--- src/rtl/axil2cpu_bridge.sv ---
// axil2cpu_bridge
//   AXI4-Lite slave that turns host register accesses into the single-cycle
//   cpu_wr / cpu_rd register bus of the user register file. One transaction
//   is executed at a time. Each of the AW, W and AR channels has a depth-1
//   buffer.
//
// Ports
//   clks, reset_n                      clock, asynchronous active-low reset
//   aw*/w*/b*                          AXI4-Lite write address/data/response
//   ar*/r*                             AXI4-Lite read address/response
//   cpu_wr, cpu_wr_addr, cpu_data_in   register-file write strobe, word address
//                                      (shared with reads), write data
//   cpu_rd, cpu_data_out               register-file read strobe, registered
//                                      read data (valid RD_LATENCY cycles later)
//   dbg_state                          current FSM state encoding
//
// Handshake rule on every channel: a transfer happens on a rising clock edge
// where valid and ready are both high. A source holds valid and its payload
// stable until that edge. Readies here only reflect buffer emptiness, and
// bvalid/rvalid stay high with a stable payload until the matching ready.
module axil2cpu_bridge #(
  parameter int AXI_ADDR_WIDTH = 16,
  parameter int CPU_ADDR_WIDTH = 12,
  parameter int CPU_DATA_WIDTH = 32,
  parameter int RD_LATENCY     = 1
) (
  input  logic                          clks,
  input  logic                          reset_n,
  input  logic                          awvalid,
  output logic                          awready,
  input  logic [AXI_ADDR_WIDTH-1:0]     awaddr,
  input  logic                          wvalid,
  output logic                          wready,
  input  logic [CPU_DATA_WIDTH-1:0]     wdata,
  input  logic [CPU_DATA_WIDTH/8-1:0]   wstrb,
  output logic                          bvalid,
  input  logic                          bready,
  output logic [1:0]                    bresp,
  input  logic                          arvalid,
  output logic                          arready,
  input  logic [AXI_ADDR_WIDTH-1:0]     araddr,
  output logic                          rvalid,
  input  logic                          rready,
  output logic [CPU_DATA_WIDTH-1:0]     rdata,
  output logic [1:0]                    rresp,
  output logic                          cpu_wr,
  output logic [CPU_ADDR_WIDTH-1:0]     cpu_wr_addr,
  output logic [CPU_DATA_WIDTH-1:0]     cpu_data_in,
  output logic                          cpu_rd,
  input  logic [CPU_DATA_WIDTH-1:0]     cpu_data_out,
  output logic [2:0]                    dbg_state
);

  typedef enum logic [2:0] {
    IDLE    = 3'd0,
    WR_EXEC = 3'd1,
    WR_RESP = 3'd2,
    RD_EXEC = 3'd3,
    RD_WAIT = 3'd4,
    RD_RESP = 3'd5
  } state_e;

  localparam logic [2:0] LAT_LAST = 3'(RD_LATENCY - 1);

  state_e                        state_q;
  logic                          last_wr_q;
  logic [2:0]                    lat_cnt_q;
  logic                          aw_full_q, w_full_q, ar_full_q;
  logic                          aw_full_d, w_full_d, ar_full_d;
  logic [AXI_ADDR_WIDTH-1:0]     aw_addr_q, ar_addr_q;
  logic [CPU_DATA_WIDTH-1:0]     w_data_q;
  logic [CPU_DATA_WIDTH/8-1:0]   w_strb_q;
  logic                          awready_q, wready_q, arready_q;
  logic                          bvalid_q, rvalid_q, cpu_wr_q, cpu_rd_q;
  logic [1:0]                    bresp_q, rresp_q;
  logic [CPU_DATA_WIDTH-1:0]     rdata_q, cpu_data_in_q;
  logic [CPU_ADDR_WIDTH-1:0]     cpu_wr_addr_q;

  logic aw_take, w_take, ar_take;
  logic aw_free, w_free, ar_free;
  logic aw_oor, ar_oor, strb_ok;
  logic wr_elig, rd_elig, grant_wr, grant_rd;
  logic [CPU_ADDR_WIDTH-1:0] aw_word, ar_word;

  always_comb begin
    aw_take = awvalid & awready_q;
    w_take  = wvalid  & wready_q;
    ar_take = arvalid & arready_q;
    // Write buffers are released after the execute cycle; AR is held until
    // the read response is accepted so no new read can be buffered behind it.
    aw_free = (state_q == WR_EXEC);
    w_free  = (state_q == WR_EXEC);
    ar_free = (state_q == RD_RESP) & rready;
    aw_full_d = (aw_full_q & ~aw_free) | aw_take;
    w_full_d  = (w_full_q  & ~w_free)  | w_take;
    ar_full_d = (ar_full_q & ~ar_free) | ar_take;
    // Any address bit above the word-address field means out of range.
    aw_oor  = |(aw_addr_q >> (CPU_ADDR_WIDTH + 2));
    ar_oor  = |(ar_addr_q >> (CPU_ADDR_WIDTH + 2));
    aw_word = aw_addr_q[CPU_ADDR_WIDTH+1:2];
    ar_word = ar_addr_q[CPU_ADDR_WIDTH+1:2];
    strb_ok = (w_strb_q == '1);
    wr_elig = aw_full_q & w_full_q;
    rd_elig = ar_full_q;
    // On a tie, alternate against the last granted type.
    grant_wr = wr_elig & (~rd_elig | ~last_wr_q);
    grant_rd = rd_elig & ~grant_wr;
  end

  // Channel buffers and their readies (ready = buffer empty next cycle).
  always_ff @(posedge clks or negedge reset_n) begin
    if (!reset_n) begin
      aw_full_q <= 1'b0;
      w_full_q  <= 1'b0;
      ar_full_q <= 1'b0;
      awready_q <= 1'b0;
      wready_q  <= 1'b0;
      arready_q <= 1'b0;
      aw_addr_q <= '0;
      ar_addr_q <= '0;
      w_data_q  <= '0;
      w_strb_q  <= '0;
    end else begin
      aw_full_q <= aw_full_d;
      w_full_q  <= w_full_d;
      ar_full_q <= ar_full_d;
      awready_q <= ~aw_full_d;
      wready_q  <= ~w_full_d;
      arready_q <= ~ar_full_d;
      if (aw_take) aw_addr_q <= awaddr;
      if (ar_take) ar_addr_q <= araddr;
      if (w_take) begin
        w_data_q <= wdata;
        w_strb_q <= wstrb;
      end
    end
  end

  // Transaction FSM. Strobes are set on the grant so they are high exactly
  // during the EXEC cycle; the bus address/data only change on a real access.
  always_ff @(posedge clks or negedge reset_n) begin
    if (!reset_n) begin
      state_q       <= IDLE;
      last_wr_q     <= 1'b0;
      lat_cnt_q     <= '0;
      bvalid_q      <= 1'b0;
      bresp_q       <= 2'b00;
      rvalid_q      <= 1'b0;
      rresp_q       <= 2'b00;
      rdata_q       <= '0;
      cpu_wr_q      <= 1'b0;
      cpu_rd_q      <= 1'b0;
      cpu_wr_addr_q <= '0;
      cpu_data_in_q <= '0;
    end else begin
      case (state_q)
        IDLE: begin
          if (grant_wr) begin
            state_q   <= WR_EXEC;
            last_wr_q <= 1'b1;
            if (!aw_oor && strb_ok) begin
              cpu_wr_q      <= 1'b1;
              cpu_wr_addr_q <= aw_word;
              cpu_data_in_q <= w_data_q;
            end
          end else if (grant_rd) begin
            state_q   <= RD_EXEC;
            last_wr_q <= 1'b0;
            if (!ar_oor) begin
              cpu_rd_q      <= 1'b1;
              cpu_wr_addr_q <= ar_word;
            end
          end
        end
        WR_EXEC: begin
          cpu_wr_q <= 1'b0;
          bvalid_q <= 1'b1;
          // Out of range wins over a partial strobe.
          bresp_q  <= aw_oor ? 2'b11 : (strb_ok ? 2'b00 : 2'b10);
          state_q  <= WR_RESP;
        end
        WR_RESP: begin
          if (bready) begin
            bvalid_q <= 1'b0;
            state_q  <= IDLE;
          end
        end
        RD_EXEC: begin
          cpu_rd_q  <= 1'b0;
          lat_cnt_q <= '0;
          if (ar_oor) begin
            rvalid_q <= 1'b1;
            rdata_q  <= '0;
            rresp_q  <= 2'b11;
            state_q  <= RD_RESP;
          end else begin
            state_q <= RD_WAIT;
          end
        end
        RD_WAIT: begin
          if (lat_cnt_q == LAT_LAST) begin
            rdata_q  <= cpu_data_out;
            rresp_q  <= 2'b00;
            rvalid_q <= 1'b1;
            state_q  <= RD_RESP;
          end else begin
            lat_cnt_q <= lat_cnt_q + 3'd1;
          end
        end
        RD_RESP: begin
          if (rready) begin
            rvalid_q <= 1'b0;
            state_q  <= IDLE;
          end
        end
        default: state_q <= IDLE;
      endcase
    end
  end

  assign awready     = awready_q;
  assign wready      = wready_q;
  assign arready     = arready_q;
  assign bvalid      = bvalid_q;
  assign bresp       = bresp_q;
  assign rvalid      = rvalid_q;
  assign rdata       = rdata_q;
  assign rresp       = rresp_q;
  assign cpu_wr      = cpu_wr_q;
  assign cpu_rd      = cpu_rd_q;
  assign cpu_wr_addr = cpu_wr_addr_q;
  assign cpu_data_in = cpu_data_in_q;
  assign dbg_state   = state_q;

endmodule

--- config.mk ---
export PLATFORM = sky130hd
export DESIGN_NAME = axil2cpu_bridge
export DESIGN_NICKNAME = d
export VERILOG_FILES = /design/src/rtl/axil2cpu_bridge.sv
export SDC_FILE = /design/constraint.sdc
export NUM_CORES = 1
export LEC_CHECK = 0
export CELL_PAD_IN_SITES_DETAIL_PLACEMENT = 1
export CELL_PAD_IN_SITES_GLOBAL_PLACEMENT = 2
export CORE_UTILIZATION = 28
export CTS_BUF_LIST = sky130_fd_sc_hd__clkbuf_16
export DETAILED_ROUTE_END_ITERATION = 6
export PLACE_DENSITY = 0.74
export SLEW_MARGIN = 20
export SYNTH_ARGS = -nofsm -noshare
export SYNTH_HDL_FRONTEND = slang
export SYNTH_SLANG_ARGS = --single-unit
--- constraint.sdc ---
create_clock -name clks -period 2 [get_ports clks]
set_clock_uncertainty 0.1 [all_clocks]
set_input_delay 0.4 -clock clks [delete_from_list [all_inputs] [get_ports clks]]
set_output_delay 0.4 -clock clks [all_outputs]
set_load 0.05 [all_outputs]
Yosys cells after proc, flatten, opt, wreduce, memory -nomap -nowiden --
Cells that the tools add are included.
Storage, ports and cells: register bits after elaboration 165, latch bits 0, bits in writable memories 0, memory bits (read-only) 0, bits of input ports 107, logic and storage cells 122, memories 0
Operators by class: $add $sub $neg 1, multiply operators 0, div/mod/pow operators 0, order comparisons 0, equality and inequality tests 19, shift-type cells 0, mux-type cells 36, bitwise gates (word level) 22, reduce and logical (&&, ||, !) cells 22
Operator list (count):
- 32-bit two-way mux | 2
- 32-bit one-hot mux with 2 select lines | 1
- 12-bit two-way mux | 4
- 2-bit != test, second input constant | 10
- 3-bit two-way mux | 6
- 3-bit one-hot mux with 6 select lines | 1
- 4-bit AND reduction | 4
- 1-bit two-way mux | 12
- 1-bit AND | 10
- 2-bit nonzero test | 5
- 3-bit AND reduction | 3
- 2-bit two-way mux | 4
- 1-bit inverter | 8
- 3-bit by 2-bit equality test with 1-bit output, second input constant | 2
- 3-bit equality test, second input constant | 2
- 3-bit logical NOT | 2
- 1-bit one-hot mux with 2 select lines | 3
- 3-bit one-hot mux with 2 select lines | 1
- 2-bit AND reduction | 3
- 4-bit equality test, second input constant | 1
- 2-bit by 1-bit != test with 1-bit output, second input constant | 2
- 1-bit bitwise OR | 4
- 2-bit one-hot mux with 2 select lines | 1
- 2-bit OR reduction | 2
- other kinds (7) | 7

Longest topological paths before layout --
Gate-level depths: netlist of run 1.
word-level depth 8, depth in mapped cells 7, depth with buffers taken out 6

Least setup slack after synthesis of run 1 --
Ideal clock, no wire load.
path kind reg2reg, start point register state_q[2], in the netlist dbg_state[2], end point register cpu_data_in_q[10], in the netlist cpu_data_in[10], data arrival time 1.992 ns, required time 1.775 ns, setup slack -0.217 ns, stages on the path, launching flop included 6, buffers on the path 2, period minus slack after synthesis 2.217 ns, cell sequence dfrtp_1 buf_2 or3_4 nor3_4 buf_6 mux2_2
On the way: word-level cells in the longest chain between the ends 2
RTL lines:
- start: declaration | RTL line 65 | state_e state_q;
- start signal: assignment | RTL line 143 | state_q <= IDLE;
- start signal: assignment | RTL line 159 | state_q <= WR_EXEC;
- start signal: assignment | RTL line 167 | state_q <= RD_EXEC;
- 3-bit logical NOT | RTL line 156 | case (state_q)
- 3-bit AND reduction (no source line)
- end signal: assignment | RTL line 164 | cpu_data_in_q <= w_data_q;
- end: declaration | RTL line 76 | logic [CPU_DATA_WIDTH-1:0] rdata_q, cpu_data_in_q;
Every way passes these cells. A chain may end at the register's enable or synchronous reset.

Worst setup path in the final report of run 1 --
start point register w_strb_q[2], end point register cpu_data_in_q[11], in the netlist cpu_data_in[11]
On the way: word-level cells in the longest chain between the ends 3
RTL lines:
- start: declaration | RTL line 72 | logic [CPU_DATA_WIDTH/8-1:0] w_strb_q;
- start signal: assignment | RTL line 134 | w_strb_q <= wstrb;
- 4-bit equality test | RTL line 102 | strb_ok = (w_strb_q == '1);
- 1-bit logical AND | RTL line 161 | if (!aw_oor && strb_ok) begin
- 3-bit AND reduction (no source line)
Every way passes these cells.

==> key figures, run 1 <==
Clock network
  • Clk Latency, worst-skew pair: 0.42 ns
  • CTS tree: yes
  • Clk slew on worst S/H paths: 0.06 ns
  • CTS Buffer Depth: 2
  • CTS Root Cell: clkbuf_16
  • Num CTS Buffers: 17
  • Clock Sinks: 160
  • Setup Buffers After CTS: 0
  • H-Tree Level Count: 4

Worst setup path
  • WP buf/inv: 1
  • CP Max Fanout: 33
  • Worst EP arrival: 2.15 ns
  • Critical path class: reg2reg
  • CP endpoint kind: flip-flop
  • Worst EP required: 2.20 ns
  • Critical Path Source Type: flip-flop
  • Crit path max-delay family: simple AND/OR/NAND/NOR gates
  • Critical path's slowest cell: or3_4
  • Worst path max stage delay: 0.37 ns
  • Crit-path cells: nand4_1 > or3_4 > nor3_4 > buf_12 > mux2_2

Synth
  • Simple-gate area share of the yosys netlist: 4.57%
  • Compound-Gate Fraction of Synth Area: 6.66%
  • Synthesis Warnings: 0
  • Syn Std Cell Area: 0.00622 mm^2
  • Post-synth EDFFs: 0
  • Synth Area in Adders: 0.402%
  • Main combinational cell family by area after synthesis: multiplexers
  • Cell variety after synth: 39
  • FFs w/ async S/R, synth: 100%
  • Synth Register Bits: 160
  • Post-Synthesis Cells: 417
  • Syn Nets: 526
  • Xor/xnor cell area share of the yosys netlist: 0.141%
  • Yosys top cell area share: 64.4%
  • Top post-synthesis cells by area: dfrtp_1 (64%), mux2_2 (18%), a22o_1 (4.5%)
  • Post-synthesis mux area share: 21.7%
  • Register area share after synthesis: 64.4%
  • Post-Syn Area per Cell: 14.9 um^2
  • Area leader, netlist: dfrtp_1
  • Predominant post-synthesis flop cell: dfrtp_1

Pwr
  • Clock network fraction of total power: 21.0%
  • Cell Pwr Density: 1660 mW/mm^2
  • Combinational power share: 43.8%
  • NetSw: 0.00598 W
  • Max VDD drop: 659 uV
  • Register share of total power: 35.2%
  • Switch share: 39.6%
  • Internal Power: 0.00911 W
  • Leak pwr: 4.23 nW

Timing
  • Max Slew Vio Count: 0
  • Final min period: 1.95 ns
  • Worst Tran Pin Value: 0.511 ns
  • Slew Limit Headroom: 66.0%
  • Finish-stage setup viols: 0
  • Final worst setup slack: 0.0495 ns
  • Final hold vios: 0
  • Fmax: 0.513 GHz
  • Fin crit share: 97.5%
  • RSZ-0062 raised after global routing: yes

Floorplan
  • Width of the die: 151 um
  • I/O pin cnt: 197
  • Die footprint: 0.0228 mm^2
  • Die H: 151 um
  • Starting Density: 28.5%
  • Rows: 54
  • Core area: 0.0218 mm^2

Layout
  • Post-route cell area: 0.00907 mm^2
  • Most frequent cells in the layout: dfrtp_1 (158), clkdlybuf4s50_1 (101), mux2_2 (100)
  • Commonest non-fill, non-tap cell in the layout: dfrtp_1
  • NumNets Final: 736
  • Util after Layout: 41.6%
  • Register Area: 0.00401 mm^2
  • Filler instances: 2,279
  • Area grow syn2layout: 45.9%
  • Final Non-Filler Cells: 920
  • Area of the multi-input gates: 0.00211 mm^2
  • Layout cell share with drive strength beyond 1: 35.4%

Detailed routing
  • Post-DRT Antenna Nets: 0
  • Drt drc: 0
  • 1st-iter DRT viols: 82
  • DR vias: 4,225
  • Drt wl/cell: 17.6 um
  • Initial DRT Pass Iterations: 4
  • Vias per cell: 4.59
  • DRT Wirelength: 16,200 um

Global routing
  • Number of global-route vias before repair: 4,764
  • First-pass GRT wire length: 26,200 um
  • Antenna violations before repair: 0
  • Largest net degree at the start of global routing: 46
  • Total overflow reported by the global router: 0
  • Total Routing Usage GR: 15.1%

Status
  • Status: finished clean

Placed design
  • Post-Place Cells: 887
  • IO buf count: 192
  • Placed cell areas: 0.00852 mm^2
  • Routability cong.: 0.756
  • Hpwl dp: 11,500 um
  • Dpl ws: 0.0379 ns

Hold path
  • Hold crit path type: in2async

Job
  • Max Cap Viol: 0
area by class of cell:
class / count / area share (%)
Sequential cell: 160 / 44.2
Multi-Input combinational cell: 231 / 23.3
Timing Repair Buffer: 213 / 22.2
Clock buffer: 17 / 4.69
Tap cell: 280 / 3.86
Clock inverter: 14 / 1.57
Inverter: 4 / 0.165
Antenna cell: 1 / 0.0276
synth_stat cells (3+ instances only):
master,number
inv_1,4
clkbuf_1,11
mux2_2,100
dfrtp_1,160
nand4_1,3
a22o_1,32
nor2_1,12
buf_2,6
nand2_1,22
and2_1,4
nand3_1,3
o21ai_0,7
nand3b_1,3
mux2_1,20
buf_6,3
path summary, 6_finish.rpt:
kind | startpoint | endpoint | slack, ns | depth (start not counted)
worst max-delay path | w_strb_q[2]$_DFFE_PN0P_ | cpu_data_in[11]$_DFFE_PN0P_ | 0.05 | 5
worst min-delay path | reset_n | cpu_data_in[20]$_DFFE_PN0P_ | 0.38 | 2
worst max register to register | w_strb_q[2]$_DFFE_PN0P_ | cpu_data_in[11]$_DFFE_PN0P_ | 0.05 | 5
worst min register to register | cpu_data_in[15]$_DFFE_PN0P_ | cpu_data_in[15]$_DFFE_PN0P_ | 0.38 | 1
max in group asynchronous | reset_n | w_data_q[21]$_DFFE_PN0P_ | 0.79 | 3
min in group clks | cpu_data_in[15]$_DFFE_PN0P_ | cpu_data_in[15]$_DFFE_PN0P_ | 0.38 | 1
layer usage:
metal	global-route usage [%]	part of all wire (%)	up-vias
met5	0	0	-
met4	6.30	2.2	0
met3	3.37	4.5	23
met2	24.7	50	117
met1	19.1	43	2173
li1	-	-	1912
flip-flops by register name (all words and copies together), names as in the netlist, 2 cells and up:
| name | count |
|---|---|
| lat_cnt_q | 3 |
| aw_addr_q | 14 |
| rdata | 32 |
| dbg_state | 3 |
| w_strb_q | 4 |
| bresp | 2 |
| w_data_q | 32 |
| cpu_wr_addr | 12 |
| cpu_data_in | 32 |
| ar_addr_q | 14 |
power by group through the flow:
stage,combinational [W],sequential [W],clock [W]
floorplan,0.00241,0.00731,0
global placement,0.00664,0.00526,0
detailed placement,0.00682,0.00538,0
CTS,0.00671,0.00532,0.00329
global route,0.00705,0.00550,0.00342
finish,0.00661,0.00530,0.00317
logic make-up (layout without fill, tap and decap cells):
kind of cell,Yosys count,count (layout)
xor+xnor,1,1
buf+inv,26,248
mux,120,120
simple gates,56,56
compound gates,52,52
fa+ha+maj,2,2
other cells,0,1
flops,160,160
repair_timing:
action,4_1_cts,5_1_grt
endpoints found under the hold margin,41,0
hold buffers,1,0
pin swaps,0,0
setup endpoints to repair,28,22
gates resized for setup,28,1
per-stage QoR:
| stage | hold WS [ns] | TNS, ns | total power (W) |
|---|---|---|---|
| 2_1_floorplan | 0.00441 | -3.39 | 0.00972 |
| 3_3_place_gp | 0.246 | 0 | 0.0119 |
| 3_5_place_dp | 0.260 | 0 | 0.0122 |
| 4_1_cts | 0.378 | 0 | 0.0153 |
| 5_1_grt | 0.399 | -0.114 | 0.0160 |
| 6_report | 0.382 | 0 | 0.0151 |
No activity file was read; power rests on OpenSTA's default activity.
==> run 2, diff against run 1 <==
--- a/config.mk
+++ b/config.mk
@@ -7,6 +7,7 @@
 export LEC_CHECK = 0
 export CELL_PAD_IN_SITES_DETAIL_PLACEMENT = 1
 export CELL_PAD_IN_SITES_GLOBAL_PLACEMENT = 2
+export CORE_MARGIN = 2
 export CORE_UTILIZATION = 28
 export CTS_BUF_LIST = sky130_fd_sc_hd__clkbuf_16
 export DETAILED_ROUTE_END_ITERATION = 6
==> run 2 against run 1 <==
  * Sequential power about the same
  * Sequential share of layout area about the same
  * Via count down 0.66%
  * Register-to-register slack about the same
  * Cell area about the same
  * Clock power about the same
  * Routed wire length up 1.5%
  * Hold slack worse by 0.039 ns
  * First-iteration DRC count up 35%
  * Die area up 2.7%
  * Setup slack better by 0.0061 ns
==> key figures, run 2 (same netlist as run 1, synthesis figures left out) <==
Status
  • Status: finished clean (unchanged)

Pwr
  • Max VDD drop: 695 uV (was 659 uV)
  • Cell Pwr Density: 1670 mW/mm^2 (was 1660 mW/mm^2)
  • Combinational power share: 43.9% (was 43.8%)
  • Switch share: 39.1% (was 39.6%)
  • Leak pwr: 4.24 nW (was 4.23 nW)
  • Register share of total power: 35.1% (was 35.2%)
  • Final Power: 0.0152 W (was 0.0151 W)
  • NetSw: 0.00594 W (was 0.00598 W)
  • Internal Power: 0.00926 W (was 0.00911 W)
  • Clock network fraction of total power: 21.0% (about the same)

Clock network
  • CTS Root Cell: clkbuf_16 (unchanged)
  • Num CTS Buffers: 17 (unchanged)
  • Setup Buffers After CTS: 0 (unchanged)
  • Clk slew on worst S/H paths: 0.06 ns (about the same)
  • CTS tree: yes (unchanged)
  • H-Tree Level Count: 4 (unchanged)
  • Clock Sinks: 160 (unchanged)
  • CTS Buffer Depth: 2 (unchanged)
  • Clk Latency, worst-skew pair: 0.41 ns (was 0.42 ns)

Layout
  • Commonest non-fill, non-tap cell in the layout: dfrtp_1 (unchanged)
  • Layout cell share with drive strength beyond 1: 36.7% (was 35.4%)
  • NumNets Final: 738 (was 736)
  • Final Non-Filler Cells: 921 (was 920)
  • Filler instances: 2,293 (was 2,279)
  • Ant. Diodes: 0 (was 1)
  • Most frequent cells in the layout: dfrtp_1 (158), clkdlybuf4s50_1 (101), mux2_2 (100) (unchanged)
  • Area grow syn2layout: 46.0% (was 45.9%)
  • Post-route cell area: 0.00908 mm^2 (was 0.00907 mm^2)

Detailed routing
  • DRT Wirelength: 16,500 um (was 16,200 um)
  • Vias per cell: 4.56 (was 4.59)
  • Initial DRT Pass Iterations: 4 (unchanged)
  • 1st-iter DRT viols: 111 (was 82)
  • Drt drc: 0 (unchanged)
  • DR vias: 4,197 (was 4,225)
  • Drt wl/cell: 17.9 um (was 17.6 um)
  • Post-DRT Antenna Nets: 0 (unchanged)

Timing
  • RSZ-0062 raised after global routing: yes (unchanged)
  • Max Slew Vio Count: 0 (unchanged)
  • Fmax: 0.514 GHz (was 0.513 GHz)
  • Final min period: 1.94 ns (was 1.95 ns)
  • Final hold vios: 0 (unchanged)
  • Finish-stage setup viols: 0 (unchanged)
  • Worst Tran Pin Value: 0.521 ns (was 0.511 ns)
  • Total negative slack: 0 ns (unchanged)
  • Fin crit share: 97.2% (was 97.5%)
  • Hold slack: 0.343 ns (was 0.382 ns)
  • Slew Limit Headroom: 65.4% (was 66.0%)

Global routing
  • First-pass GRT wire length: 26,700 um (was 26,200 um)
  • Total Routing Usage GR: 14.5% (was 15.1%)
  • Largest net degree at the start of global routing: 54 (was 46)
  • Number of global-route vias before repair: 4,774 (was 4,764)
  • Total overflow reported by the global router: 0 (unchanged)
  • Antenna violations before repair: 0 (unchanged)

Worst setup path
  • Worst path max stage delay: 0.37 ns (about the same)
  • Critical Path Source Type: flip-flop (unchanged)
  • Worst EP arrival: 2.13 ns (was 2.15 ns)
  • Worst EP required: 2.19 ns (was 2.20 ns)
  • WP buf/inv: 1 (unchanged)
  • CP endpoint kind: flip-flop (unchanged)
  • CP Max Fanout: 33 (unchanged)
  • Critical path's slowest cell: or3_4 (unchanged)
  • Reg2reg start: w_strb_q[2]$_DFFE_PN0P_ (unchanged)
  • Worst r2r path cells: 5 (unchanged)
  • Critical path class: reg2reg (unchanged)
  • RR Endpoint: cpu_data_in[27]$_DFFE_PN0P_ (was cpu_data_in[11]$_DFFE_PN0P_)
  • Setup slack, reg-to-reg: 0.06 ns (was 0.05 ns)
  • Crit-path cells: nand4_1 > or3_4 > nor3_4 > buf_12 > mux2_1 (was nand4_1 > or3_4 > nor3_4 > buf_12 > mux2_2)
  • Crit path max-delay family: simple AND/OR/NAND/NOR gates (unchanged)

Floorplan
  • Core area: 0.0218 mm^2 (unchanged)
  • Starting Density: 28.5% (unchanged)
  • Rows: 54 (unchanged)
  • I/O pin cnt: 197 (unchanged)
  • Die footprint: 0.0234 mm^2 (was 0.0228 mm^2)
  • Die H: 153 um (was 151 um)
  • Width of the die: 153 um (was 151 um)

Placed design
  • Post-Place Cells: 889 (was 887)
  • IO buf count: 192 (unchanged)
  • Hpwl dp: 11,900 um (was 11,500 um)
  • Routability cong.: 0.736 (was 0.756)
  • Placed cell areas: 0.00851 mm^2 (was 0.00852 mm^2)

Job
  • Max Cap Viol: 0 (unchanged)

Hold path
  • Hold crit path type: in2async (unchanged)
-- run 2: changes by cell type in the layout (fill, tap and decap cells not counted) --
cell	delta
dlygate4sd2_1	-9
clkinv_1	+1
diode_2	-1
inv_1	+1
clkinvlp_4	-3
clkinv_2	+2
bufinv_16	+1
inv_6	-2
buf_4	+11
-- run 2: power by group through the flow --
| stage | logic, W | registers (W) | clock network, W |
|---|---|---|---|
| final | 0.00668 | 0.00533 | 0.00320 |
| after global routing | 0.00708 | 0.00552 | 0.00349 |
| after CTS | 0.00678 | 0.00535 | 0.00332 |
| after detailed placement | 0.00685 | 0.00539 | 0 |
| after global placement | 0.00665 | 0.00527 | 0 |
| after floorplan | 0.00241 | 0.00731 | 0 |
-- run 2: through the flow --
step | utilization, % | worst slack (ns)
global placement | 39.0 | 0.0955
CTS | 41.6 | 0.0307
finish | 41.6 | 0.0556
global route | 41.6 | -0.0480
detailed placement | 39.0 | 0.0529
floorplan | - | -0.101
-- run 2: metal layers --
layer	vias to the layer above	part of all wire (%)	global-route usage, %
met4	0	1.9	4.89
met1	2150	42	17.6
met3	23	4.5	3.94
met2	112	52	25.1
li1	1912	-	-
met5	-	0	0
-- run 2: worst max-delay path by stage --
stage	to	depth (start not counted)	start
after detailed placement	cpu_data_in[3]$_DFFE_PN0P_	5	w_strb_q[2]$_DFFE_PN0P_
after global placement	cpu_data_in[5]$_DFFE_PN0P_	5	w_strb_q[2]$_DFFE_PN0P_
after CTS	cpu_data_in[3]$_DFFE_PN0P_	5	w_strb_q[2]$_DFFE_PN0P_
after global routing	cpu_data_in[27]$_DFFE_PN0P_	5	w_strb_q[2]$_DFFE_PN0P_
after floorplan	cpu_data_in[10]$_DFFE_PN0P_	5	dbg_state[2]$_DFFE_PN0P_
final	cpu_data_in[27]$_DFFE_PN0P_	5	w_strb_q[2]$_DFFE_PN0P_
-- run 2: layout make-up --
cell class | instances | area [um^2] | area share (%)
Inverter | 4 | 15.0 | 0.165
Multi-Input combinational cell | 231 | 2110 | 23.3
Tap cell | 280 | 350 | 3.86
Clock inverter | 14 | 150 | 1.65
Timing Repair Buffer | 215 | 2020 | 22.3
Clock buffer | 17 | 425 | 4.68
Sequential cell | 160 | 4010 | 44.1
-- run 2: timing repair --
item,4_1_cts,5_1_grt
endpoints found under the hold margin,31,0
pin swaps,0,0
gates resized for setup,19,1
endpoints found under the setup margin,19,32
hold buffers,1,0
